$ cat src/rtl/aes_block_loader_pkg.sv
// Shared AES definitions for the block loader: byte/word/state types,
// group geometry and the beat-kind encoding.
package aes_block_loader_pkg;

    typedef logic [7:0]  byte_t;
    typedef logic [31:0] word_t;

    // state[j][k]: column j, byte k; [0][0] is the most significant byte.
    typedef byte_t [0:3][0:3] state_t;

    localparam int BEATS_PER_BLOCK = 4;
    localparam logic [1:0] LAST_BEAT = 2'(BEATS_PER_BLOCK - 1);

    // Kind of a 4-beat group, latched from its first beat.
    typedef enum logic {
        KIND_DATA = 1'b0,
        KIND_KEY  = 1'b1
    } kind_e;

    // Collector FSM states.
    typedef enum logic {
        ST_IDLE    = 1'b0,
        ST_COLLECT = 1'b1
    } col_state_e;

endpackage

$ cat src/rtl/aes_word_collector.sv
// Word collector: packs four accepted 32-bit beats into one state_t,
// latches the group kind from the first beat and flags kind mismatches.
// done/mismatch are combinational with the accepted beat so the parent
// can commit on the same edge that takes the last beat.
module aes_word_collector
    import aes_block_loader_pkg::*;
(
    input  logic       clk,
    input  logic       rst,
    input  logic       flush,
    input  logic       beatValid,
    input  logic       beatIsKey,
    input  word_t      beatData,
    output logic [1:0] cnt,
    output kind_e      kind,
    output logic       done,
    output kind_e      doneKind,
    output state_t     doneState,
    output logic       mismatch
);

    col_state_e colState, nextState;
    logic [1:0] nextCnt;
    kind_e      nextKind;
    kind_e      beatKind;
    state_t     colBuf;
    logic       storeBeat;

    assign beatKind = kind_e'(beatIsKey);

    // State register for the collector FSM, beat counter and latched kind.
    always_ff @(posedge clk or negedge rst) begin
        if (!rst) begin
            colState <= ST_IDLE;
            cnt      <= '0;
            kind     <= KIND_DATA;
        end else begin
            // NOTE: state flops use non-blocking assignments so every
            // register samples the pre-edge values of its neighbours.
            colState <= nextState;
            cnt      <= nextCnt;
            kind     <= nextKind;
        end
    end

    // Next-state logic: count beats, detect mismatch, flag the last beat.
    always_comb begin
        // NOTE: every output of this block gets a default first, so no
        // path through the case/if tree can leave one unassigned (latch).
        nextState = colState;
        nextCnt   = cnt;
        nextKind  = kind;
        done      = 1'b0;
        mismatch  = 1'b0;
        doneKind  = kind;
        doneState = colBuf;
        doneState[3] = beatData;
        if (flush) begin
            nextState = ST_IDLE;
            nextCnt   = '0;
        end else if (beatValid) begin
            case (colState)
                ST_IDLE: begin
                    nextKind  = beatKind;
                    nextCnt   = 2'd1;
                    nextState = ST_COLLECT;
                end
                ST_COLLECT: begin
                    if (beatKind != kind) begin
                        mismatch  = 1'b1;
                        nextCnt   = '0;
                        nextState = ST_IDLE;
                    end else if (cnt == LAST_BEAT) begin
                        done      = 1'b1;
                        nextCnt   = '0;
                        nextState = ST_IDLE;
                    end else begin
                        nextCnt = cnt + 2'd1;
                    end
                end
                default: begin
                    nextCnt   = '0;
                    nextState = ST_IDLE;
                end
            endcase
        end
    end

    // Columns 0..2 are buffered; column 3 is taken straight from the bus.
    assign storeBeat = beatValid && !flush && !mismatch && !done;

    // Column store: beat j lands in column j.
    always_ff @(posedge clk or negedge rst) begin
        if (!rst) begin
            // NOTE: the column buffer is a dozen bytes of flops, not a RAM,
            // so it takes the reset like every other register here.
            colBuf <= '0;
        end else if (storeBeat) begin
            colBuf[cnt] <= beatData;
        end
    end

endmodule

$ cat src/rtl/aes_block_loader.sv
// AES block loader: turns a 32-bit valid/ready beat stream into a held
// {plaintext, key} pair for the combinational AES-128 cipher.
// Optional macro AES_BLOCK_LOADER_ERR_CNT_EN adds a saturating err_cnt port.
module aes_block_loader
    import aes_block_loader_pkg::*;
#(
    parameter int BEATS_PER_BLOCK = 4,
    parameter int ERR_CNT_W       = 8
) (
    input  logic   clk,
    input  logic   rst,
    input  logic   flush,
    input  logic   in_valid,
    output logic   in_ready,
    input  word_t  in_data,
    input  logic   in_is_key,
    output logic   out_valid,
    input  logic   out_ready,
    output state_t out_data,
    output state_t out_key,
    output logic   key_loaded,
    output logic   err
`ifdef AES_BLOCK_LOADER_ERR_CNT_EN
    ,
    output logic [ERR_CNT_W-1:0] err_cnt
`endif
);

    if (BEATS_PER_BLOCK != 4 || ERR_CNT_W < 1) begin : gBadConfig
        $error("aes_block_loader: BEATS_PER_BLOCK must be 4 and ERR_CNT_W >= 1");
    end

    logic [1:0] cnt;
    kind_e      kind;
    logic       done;
    kind_e      doneKind;
    state_t     doneState;
    logic       mismatch;
    logic       beatAccept;
    logic       dataCommit;
    logic       keyCommit;
    logic       errNow;
    state_t     keyReg;

    // Stall only the last data beat while an undrained block is held.
    assign in_ready = !(cnt == LAST_BEAT && kind == KIND_DATA && out_valid && !out_ready);
    assign beatAccept = in_valid && in_ready;

    aes_word_collector colInst (
        .clk       (clk),
        .rst       (rst),
        .flush     (flush),
        .beatValid (beatAccept),
        .beatIsKey (in_is_key),
        .beatData  (in_data),
        .cnt       (cnt),
        .kind      (kind),
        .done      (done),
        .doneKind  (doneKind),
        .doneState (doneState),
        .mismatch  (mismatch)
    );

    assign keyCommit  = done && doneKind == KIND_KEY;
    assign dataCommit = done && doneKind == KIND_DATA && key_loaded;
    assign errNow     = mismatch || (done && doneKind == KIND_DATA && !key_loaded);

    // Key register: replaced on a key commit; flush leaves it alone.
    always_ff @(posedge clk or negedge rst) begin
        if (!rst) begin
            keyReg     <= '0;
            key_loaded <= 1'b0;
        end else if (keyCommit) begin
            keyReg     <= doneState;
            key_loaded <= 1'b1;
        end
    end

    // Output register and handshake; a data commit snapshots the pre-edge key.
    always_ff @(posedge clk or negedge rst) begin
        if (!rst) begin
            out_valid <= 1'b0;
            out_data  <= '0;
            out_key   <= '0;
        end else if (flush) begin
            out_valid <= 1'b0;
            out_data  <= '0;
            out_key   <= '0;
        end else if (dataCommit) begin
            out_valid <= 1'b1;
            out_data  <= doneState;
            out_key   <= keyReg;
        end else if (out_valid && out_ready) begin
            out_valid <= 1'b0;
        end
    end

    // One-cycle error pulse for a discarded group.
    always_ff @(posedge clk or negedge rst) begin
        if (!rst) begin
            err <= 1'b0;
        end else begin
            err <= errNow;
        end
    end

`ifdef AES_BLOCK_LOADER_ERR_CNT_EN
    // Saturating count of error pulses, cleared only by reset.
    always_ff @(posedge clk or negedge rst) begin
        if (!rst) begin
            err_cnt <= '0;
        end else if (errNow && err_cnt != '1) begin
            err_cnt <= err_cnt + 1'b1;
        end
    end
`endif

endmodule

$ cat config.mk
export PLATFORM = sky130hd
export DESIGN_NAME = aes_block_loader
export DESIGN_NICKNAME = d
export VERILOG_FILES = /design/src/rtl/aes_block_loader_pkg.sv /design/src/rtl/aes_word_collector.sv /design/src/rtl/aes_block_loader.sv
export SDC_FILE = /design/constraint.sdc
export NUM_CORES = 1
export LEC_CHECK = 0
export ABC_CLOCK_PERIOD_IN_PS = 3000
export BUFFER_PORTS_ARGS = -buffer_cell sky130_fd_sc_hd__buf_2
export CAP_MARGIN = 30
export CORE_MARGIN = 2
export CORE_UTILIZATION = 35
export DETAILED_ROUTE_END_ITERATION = 8
export SLEW_MARGIN = 20
export SYNTH_ARGS = -nofsm -noshare
export SYNTH_HDL_FRONTEND = slang
export SYNTH_HIERARCHICAL = 1
export SYNTH_SLANG_ARGS = --single-unit
export TNS_END_PERCENT = 5
$ cat constraint.sdc
create_clock -name clk -period 3 [get_ports clk]
set_input_delay 0.3 -clock clk [delete_from_list [all_inputs] [get_ports clk]]
set_output_delay 0.3 -clock clk [all_outputs]
set_load 0.01 [all_outputs]
==> results of run 1 <==
cell families (layout without fill, tap and decap cells):
logic type	after synthesis	count (layout)	share of synthesized area
AOI/OAI and AO/OA	9	9	0.00461
xor gates and xnor gates	1	1	0.00125
adders and majority gates	4	4	0.00227
buffers and inverters	146	433	0.0478
DFF	487	487	0.554
muxes	481	481	0.237
other	0	4	0
and+or+nand+nor	538	538	0.154
sequential cells by signal (all words and copies together), names as in the netlist:
register	flops
keyReg	128
out_data	128
out_key	128
colInst/doneState	96
colInst/cnt	2
colInst/colState	1
colInst/doneKind	1
err	1
key_loaded	1
out_valid	1
synthesized netlist by cell type, drive strengths merged (2+ instances only):
| library cell | n | area [um^2] |
|---|---|---|
| a21oi | 2 | 10.0 |
| a31oi | 3 | 48.8 |
| and2 | 2 | 12.5 |
| and4bb | 3 | 37.5 |
| buf | 93 | 853 |
| clkbuf | 51 | 191 |
| dfrtp | 487 | 12200 |
| ha | 4 | 50.1 |
| inv | 2 | 7.51 |
| mux2 | 225 | 2650 |
| mux2i | 256 | 2560 |
| nand2 | 3 | 11.3 |
| nand2b | 515 | 3220 |
| nand3b | 2 | 15.0 |
| nor2 | 3 | 11.3 |
| nor2b | 3 | 18.8 |
per-stage QoR:
stage | hold WS (ns) | utilization | area, um^2
global placement | 0.381 | 0.389 | 24100
CTS | 0.00334 | 0.418 | 25900
global route | 0.0348 | 0.418 | 25900
finish | 0.0375 | 0.418 | 25900
detailed placement | 0.391 | 0.389 | 24100
floorplan | 0.00441 | - | 22000
final timing paths:
kind | endpoint | slack, ns | depth (start not counted)
max in group asynchronous | out_key[5]$_DFFE_PN0P_ | 1.82 | 3
min | out_data[7]$_DFFE_PN0P_ | 0.04 | 3
max reg2reg | out_key[14]$_DFFE_PN0P_ | 0.34 | 8
min reg2reg | keyReg[7]$_DFFE_PN0P_ | 0.51 | 1
min in group asynchronous | out_key[45]$_DFFE_PN0P_ | 0.32 | 2
max | out_key[14]$_DFFE_PN0P_ | 0.34 | 8
area by class of cell:
type,instances,share of cell area
diodes,4,0.000387
clock buffers,77,0.0602
clock inverters,15,0.00585
inverters,2,0.000290
multi-input cells,1033,0.339
flip-flops and latches,487,0.471
well taps,837,0.0405
repair buffers,339,0.0823
power breakdown:
| group | internal, uW | switching, uW | leakage [uW] | total, uW |
|---|---|---|---|---|
| clock | 3760 | 2700 | 0.000853 | 6460 |
| combinational | 613 | 545 | 0.00457 | 1160 |
| sequential | 6950 | 347 | 0.00665 | 7290 |
| total | 11300 | 3590 | 0.0121 | 14900 |
critical path, stage by stage (launching register included):
cell and delay [ns]:
dfrtp_1 0.38, nand2b_1 0.12, o31a_1 0.36, nor2b_1 0.30, and4_2 0.33, and3b_4 0.27, buf_12 0.17, buf_4 0.36
mux2i_1 0.26
routing by layer:
| layer | vias up | GRT usage | share of wire |
|---|---|---|---|
| met1 | 6683 | 0.231 | 0.43 |
| met4 | 0 | 0.0500 | 0.024 |
| met2 | 288 | 0.294 | 0.49 |
| met5 | - | 0 | 0 |
| met3 | 78 | 0.0366 | 0.055 |
| li1 | 6006 | - | - |
==> impl_metrics.tcl, run 1 <==
set metrics [dict create \
    cts_setup_buffers 0 \
    num_vias 13055 \
    cts_tree "yes" \
    hp-class "input pin to register" \
    synth-async-reset-ratio 1.00 \
    ys.flop_type "dfrtp_1" \
    synth_nets 1708 \
    drt_iter0_drc 731 \
    hold_viol 0 \
    critPathArrivalTime_ns 3.16 \
    reg2reg_from "out_valid$_DFFE_PN0P_" \
    period_share 0.886 \
    fin_skew_ns 0.0224 \
    drv_slew 0 \
    period_minus_slack_ns 2.66 \
    pwr_density_cell_nw_per_um2 576 \
    crit_required_ns 3.51 \
    synth-seq-cells 487 \
    grt_pass1_vias 13630 \
    cts_resized 0 \
    rows 91 \
    layout_commonest_cell "nand2b_1" \
    rsz0062_at_grt "no" \
    syn_inst 1666 \
    worstSetupPathType "register to register" \
    synth_edf_count 0 \
    path_max_fanout 21 \
    timing.fmax_mhz 376 \
    ys_warn_count 6 \
    die_w_um 255 \
    vias_per_cell 4.67 \
    finalSetupViolCount 0 \
    clk_latency_ns 0.61 \
    ir_drop_mv 0.437 \
    area_delta_synth_final_pct 17.6 \
    fillCellCount 5922 \
    cts.root.buffer_cell "clkbuf_16" \
    die_area_um2 64900 \
    ys_types 35 \
    port_buffers 297 \
    clockBufferDepth 3 \
    hold_buffers 3 \
    fin_cells 2794 \
    final_cell_mix "nand2b_1, dfrtp_1, buf_2" \
    clk_pin_slew_ns 0.06 \
    cellLeakagePower_uw 0.0121 \
    min_from "in_data[7]" \
    grt_usage 0.176 \
    slew_headroom 0.253 \
    fin_ws_ns 0.341 \
    first_pass_iters 4 \
    nNetsFinal 1958 \
    synthesis.area_um2 22000 \
    ys_seq_area_frac 0.554 \
    grt_max_degree 285 \
    clock-sinks 487 \
    seqCellArea_um2 12200 \
    tightest_slew_ns 1.12 \
    cap_violations 0 \
    postSynthAreaPerCell_um2 13.2 \
    grt_pass1_wl_um 85600 \
    grt-ovfl-total 0 \
    htreeDepth 2 \
    status "finished, final reports clean" \
    crit_start "out_valid$_DFFE_PN0P_" \
    gp_congestion 0.748 \
    worst_setup_path_end_kind "register" \
    wire_per_inst_um 20.4 \
    startpoint_type "register" \
    antenna_found_initial 16 \
    numCtsBuffers 53 \
    multi_input_area_um2 8780 \
    core_um2 61900 \
    initial_core_util 0.355 \
    post-place-cells 2695 \
    finalPower_uw 14900 \
    dp_slack_ns 0.289 \
    io_pins 298 \
    wl_um 57100 \
    drive_above_1_share 0.332 \
    die_h_um 255 \
    drcViolationCount 0 \
    tns_ns 0 \
    antenna_left 0 \
    dpl.hpwl_um 37600 \
]
No activity file was read; power rests on OpenSTA's default activity.
==> run 2: changes to the inputs <==
--- a/config.mk
+++ b/config.mk
@@ -8,8 +8,9 @@
 export ABC_CLOCK_PERIOD_IN_PS = 3000
 export BUFFER_PORTS_ARGS = -buffer_cell sky130_fd_sc_hd__buf_2
 export CAP_MARGIN = 30
+export CORE_ASPECT_RATIO = 2
 export CORE_MARGIN = 2
-export CORE_UTILIZATION = 35
+export CORE_UTILIZATION = 40
 export DETAILED_ROUTE_END_ITERATION = 8
 export SLEW_MARGIN = 20
 export SYNTH_ARGS = -nofsm -noshare
==> impl_metrics.tcl, run 2 (synthesized netlist as in run 1, its figures left out) <==
set metrics [dict create \
    dp_slack_ns 0.275 \
    critPathArrivalTime_ns 3.24 \
    period_minus_slack_ns 2.75 \
    p_switching_uw 3470 \
    crit_start "colInst/cnt[0]$_DFFE_PN0P_" \
    status "finished, final reports clean" \
    grt_usage 0.204 \
    die_h_um 336 \
    hold_viol 0 \
    clockBufferDepth 3 \
    area_delta_synth_final_pct 15.9 \
    dpl.hpwl_um 38800 \
    reg_top3 "keyReg x128, out_data x128, out_key x128" \
    tightest_slew_ns 0.785 \
    cts_setup_buffers 0 \
    nNetsFinal 1956 \
    slew_headroom 0.477 \
    antenna_found_initial 7 \
    drive_above_1_share 0.330 \
    utilization 0.469 \
    grt-ovfl-total 0 \
    numCtsBuffers 46 \
    num_vias 13012 \
    final_cell_mix "nand2b_1, dfrtp_1, buf_2" \
    first_pass_iters 4 \
    clk_pin_slew_ns 0.07 \
    sw_frac_of_total 0.240 \
    worstSetupPathType "register to register" \
    port_buffers 297 \
    reg2reg_from "colInst/cnt[0]$_DFFE_PN0P_" \
    clkPwrFrac 0.413 \
    clock-sinks 487 \
    drt_iter0_drc 776 \
    finalSetupViolCount 0 \
    clk_latency_ns 0.58 \
    pwr-share-comb 0.081 \
    seq_power_share 0.506 \
    cts_tree "yes" \
    grt_pass1_vias 13895 \
    core_um2 54400 \
    initial_core_util 0.405 \
    grt_max_degree 203 \
    min_from "in_is_key" \
    rsz0062_at_grt "no" \
    drcViolationCount 0 \
    rows 121 \
    antenna_left 0 \
    worst_setup_path_end_kind "register" \
    timing.fmax_mhz 364 \
    period_share 0.917 \
    fin_skew_ns 0.0156 \
    htreeDepth 2 \
    fin_ws_ns 0.249 \
    hp-class "input pin to register" \
    gp_congestion 0.795 \
    crit_required_ns 3.49 \
    pwr_density_cell_nw_per_um2 566 \
    die_w_um 170 \
    drv_slew 0 \
    wire_per_inst_um 21.9 \
    cellLeakagePower_uw 0.0120 \
    cts_resized 0 \
    p_int_uw 11000 \
    grt_pass1_wl_um 87400 \
    tns_ns 0 \
    cts.root.buffer_cell "clkbuf_16" \
    ir_drop_mv 0.413 \
    wl_um 57700 \
    vias_per_cell 4.95 \
    cap_violations 0 \
    layout_commonest_cell "nand2b_1" \
    path_max_fanout 36 \
    io_pins 298 \
    die_area_um2 57000 \
    startpoint_type "register" \
]
==> run 2: layout make-up <==
type,count,area [um^2]
Multi-Input combinational cell,1033,8780
Tap cell,676,846
Sequential cell,487,12200
Timing Repair Buffer,344,2130
Fill cell,4951,28900
Inverter,2,7.51
Antenna cell,3,7.51
Clock buffer,76,1460
Clock inverter,8,78.8
==> run 2: metrics by stage <==
stage	instance area (um^2)	total power [uW]	instances	hold slack, ns
after CTS	25500	14700	2625	0.0188
after detailed placement	23900	8620	2539	0.304
after floorplan	22000	8080	1666	0.00441
after global routing	25500	15000	2626	0.0567
final	25500	14400	2629	0.0541
after global placement	23900	8570	2539	0.292
==> run 2: repair_timing <==
action / CTS / global route
hold buffers: 2 / 0
endpoints found under the setup margin: 0 / 0
hold endpoints to repair: 72 / 0
==> run 2: power by group through the flow <==
stage,clock network (uW),registers [uW],logic (uW)
after floorplan,0,7260,816
after global placement,0,7410,1160
after detailed placement,0,7430,1190
after CTS,6150,7310,1200
after global routing,6390,7340,1280
final,5970,7290,1170
==> run 2: worst max-delay path: stages (launching register included) <==
cell and delay [ns]:
dfrtp_1 0.43, nand2_1 0.11, o31a_1 0.35, nor2b_1 0.35, and4_2 0.35, and3b_4 0.28, buf_12 0.23, buf_12 0.28
mux2i_1 0.24
==> run 2: worst paths after layout <==
| check | endpoint | slack [ns] | depth (start not counted) |
|---|---|---|---|
| worst max-delay path | out_key[60]$_DFFE_PN0P_ | 0.25 | 8 |
| worst min-delay path | colInst/doneKind$_DFFE_PN0P_ | 0.05 | 2 |
| worst max register to register | out_key[60]$_DFFE_PN0P_ | 0.25 | 8 |
| worst min register to register | keyReg[76]$_DFFE_PN0P_ | 0.51 | 1 |
| max in group asynchronous | out_data[92]$_DFFE_PN0P_ | 1.63 | 3 |
| min in group asynchronous | out_key[55]$_DFFE_PN0P_ | 0.23 | 2 |
==> run 2: layer usage <==
layer  share of wire  GRT usage  vias up
met2            0.52      0.368      321
met1            0.39      0.247     6635
met4           0.030     0.0631        0
met3           0.056     0.0368       71
met5               0          0        -
li1                -          -     5985
==> run 3: changes to the inputs <==
--- a/config.mk
+++ b/config.mk
@@ -10,7 +10,7 @@
 export CAP_MARGIN = 30
 export CORE_ASPECT_RATIO = 2
 export CORE_MARGIN = 2
-export CORE_UTILIZATION = 40
+export CORE_UTILIZATION = 35
 export DETAILED_ROUTE_END_ITERATION = 8
 export SLEW_MARGIN = 20
 export SYNTH_ARGS = -nofsm -noshare
==> impl_metrics.tcl, run 3 (synthesized netlist as in run 1, its figures left out) <==
set metrics [dict create \
    tightest_slew_ns 1.14 \
    area_delta_synth_final_pct 16.7 \
    worstSetupPathType "register to register" \
    rsz0062_at_grt "no" \
    p_int_uw 11100 \
    rr_endpoint "out_data[29]$_DFFE_PN0P_" \
    hold_path_end "colInst/doneKind$_DFFE_PN0P_" \
    fin_ws_ns 0.300 \
    cts_tree "yes" \
    cts.root.buffer_cell "clkbuf_16" \
    rr_worst_depth 8 \
    grt_usage 0.172 \
    die_area_um2 65000 \
    clk_latency_ns 0.59 \
    die_w_um 181 \
    rows 130 \
    drive_above_1_share 0.330 \
    cts_setup_buffers 0 \
    path_cells "nand2_1 -> o31a_1 -> nor2b_1 -> and4_2 -> and3b_4 -> buf_12 -> buf_4 -> mux2i_1" \
    status "finished, final reports clean" \
    seq_power_share 0.497 \
    slew_headroom 0.240 \
    num_vias 12938 \
    min_from "in_is_key" \
    grt-ovfl-total 0 \
    vias_per_cell 4.72 \
    hp-class "input pin to register" \
    p_switching_uw 3520 \
    fillCellCount 5983 \
    pwr_density_cell_nw_per_um2 567 \
    drcViolationCount 0 \
    antenna_found_initial 10 \
    holdPathStages 2 \
    wire_per_inst_um 20.6 \
    pwr-share-comb 0.079 \
    reg2reg_from "colInst/cnt[0]$_DFFE_PN0P_" \
    sw_frac_of_total 0.241 \
    io_pins 298 \
    reg_top3 "keyReg x128, out_data x128, out_key x128" \
    grt_max_degree 294 \
    dpl.hpwl_um 36600 \
    crit_family "simple AND/OR/NAND/NOR gates" \
    hold_viol 0 \
    slowest_delay_ns 0.43 \
    fin_area_um2 25700 \
    period_share 0.900 \
    fin_skew_ns 0.0220 \
    nNetsFinal 1948 \
    antenna_left 0 \
    period_minus_slack_ns 2.70 \
    grt_pass1_vias 12936 \
    clockBufferDepth 3 \
    drt_iter0_drc 839 \
    clkPwrFrac 0.423 \
    whs_ns 0.0553 \
    layout_commonest_cell "nand2b_1" \
    hold_buffers 1 \
    path_max_fanout 33 \
    cts_resized 0 \
    drv_slew 0 \
    first_pass_iters 5 \
    cp_slowest_cell "dfrtp_1" \
    timing.fmax_mhz 370 \
    crit_start "colInst/cnt[0]$_DFFE_PN0P_" \
    multi_input_area_um2 8780 \
    crit_required_ns 3.51 \
    cellLeakagePower_uw 0.0120 \
    core_um2 62500 \
    critPathArrivalTime_ns 3.21 \
    grt_pass1_wl_um 84900 \
    tns_ns 0 \
    clock-sinks 487 \
    port_buffers 297 \
    ir_drop_mv 0.438 \
    rrSetupSlack_ns 0.30 \
    startpoint_type "register" \
    critPathBufInv 2 \
    numCtsBuffers 47 \
    wl_um 56400 \
    finalSetupViolCount 0 \
    worst_setup_path_end_kind "register" \
    initial_core_util 0.352 \
    gp_congestion 0.754 \
    cap_violations 0 \
    clk_pin_slew_ns 0.07 \
    final_cell_mix "nand2b_1, dfrtp_1, buf_2" \
    die_h_um 359 \
    placed_area_um2 24100 \
    htreeDepth 2 \
    dp_slack_ns 0.267 \
    seqCellArea_um2 12200 \
]
==> run 3: cell count changes in the layout (fill, tap and decap cells not counted), sizes merged <==
cell,delta
buf,-8
diode,+1
dlygate4sd3,-1
inv,+1
clkinvlp,+2
bufinv,+2
clkbuf,-5
clkinv,+3
==> run 3: final cells by class <==
type | count | share of cell area
repair buffers | 335 | 0.0820
clock inverters | 16 | 0.00833
inverters | 2 | 0.000292
well taps | 792 | 0.0386
multi-input cells | 1033 | 0.342
diodes | 4 | 0.000390
clock buffers | 71 | 0.0543
flip-flops and latches | 487 | 0.474
==> run 3: worst reg2reg max path, delay by kind of cell (launching register included) <==
family                 cells  cell delay, ns
and+or+nand+nor            4            1.07
buffers and inverters      2            0.57
AOI/OAI and AO/OA          1            0.35
DFF                        1            0.43
muxes                      1            0.23
==> run 3: power by group through the flow <==
stage	Sequential [uW]	Clock [uW]	Combinational [uW]
after global routing	7310	6610	1270
after global placement	7360	0	1160
final	7250	6170	1150
after floorplan	7260	0	816
after detailed placement	7380	0	1170
after CTS	7250	6360	1180
==> run 3: layer usage <==
| layer | track usage | share of wire | up-vias |
|---|---|---|---|
| li1 | - | - | 5981 |
| met1 | 0.259 | 0.49 | 6545 |
| met2 | 0.252 | 0.43 | 361 |
| met3 | 0.0419 | 0.067 | 49 |
| met4 | 0.0353 | 0.015 | 2 |
| met5 | 0 | 0.00019 | - |
==> run 3: worst max path at each step <==
stage | to | slack [ns] | cells past startpoint
5_1_grt | out_key[33]$_DFFE_PN0P_ | 0.11 | 8
4_1_cts | out_data[29]$_DFFE_PN0P_ | 0.30 | 8
3_3_place_gp | out_key[34]$_DFFE_PN0P_ | 0.36 | 9
6_report | out_data[29]$_DFFE_PN0P_ | 0.30 | 8
3_5_place_dp | out_data[29]$_DFFE_PN0P_ | 0.27 | 9
2_1_floorplan | keyReg[100]$_DFFE_PN0P_ | 0.54 | 9
==> run 3: stage by stage <==
stage / cells / power, uW / util
6_report: 2740 / 14600 / 0.411
3_5_place_dp: 2648 / 8550 / 0.385
4_1_cts: 2736 / 14800 / 0.411
5_1_grt: 2736 / 15200 / 0.411
3_3_place_gp: 2648 / 8520 / 0.385
2_1_floorplan: 1666 / 8080 / -
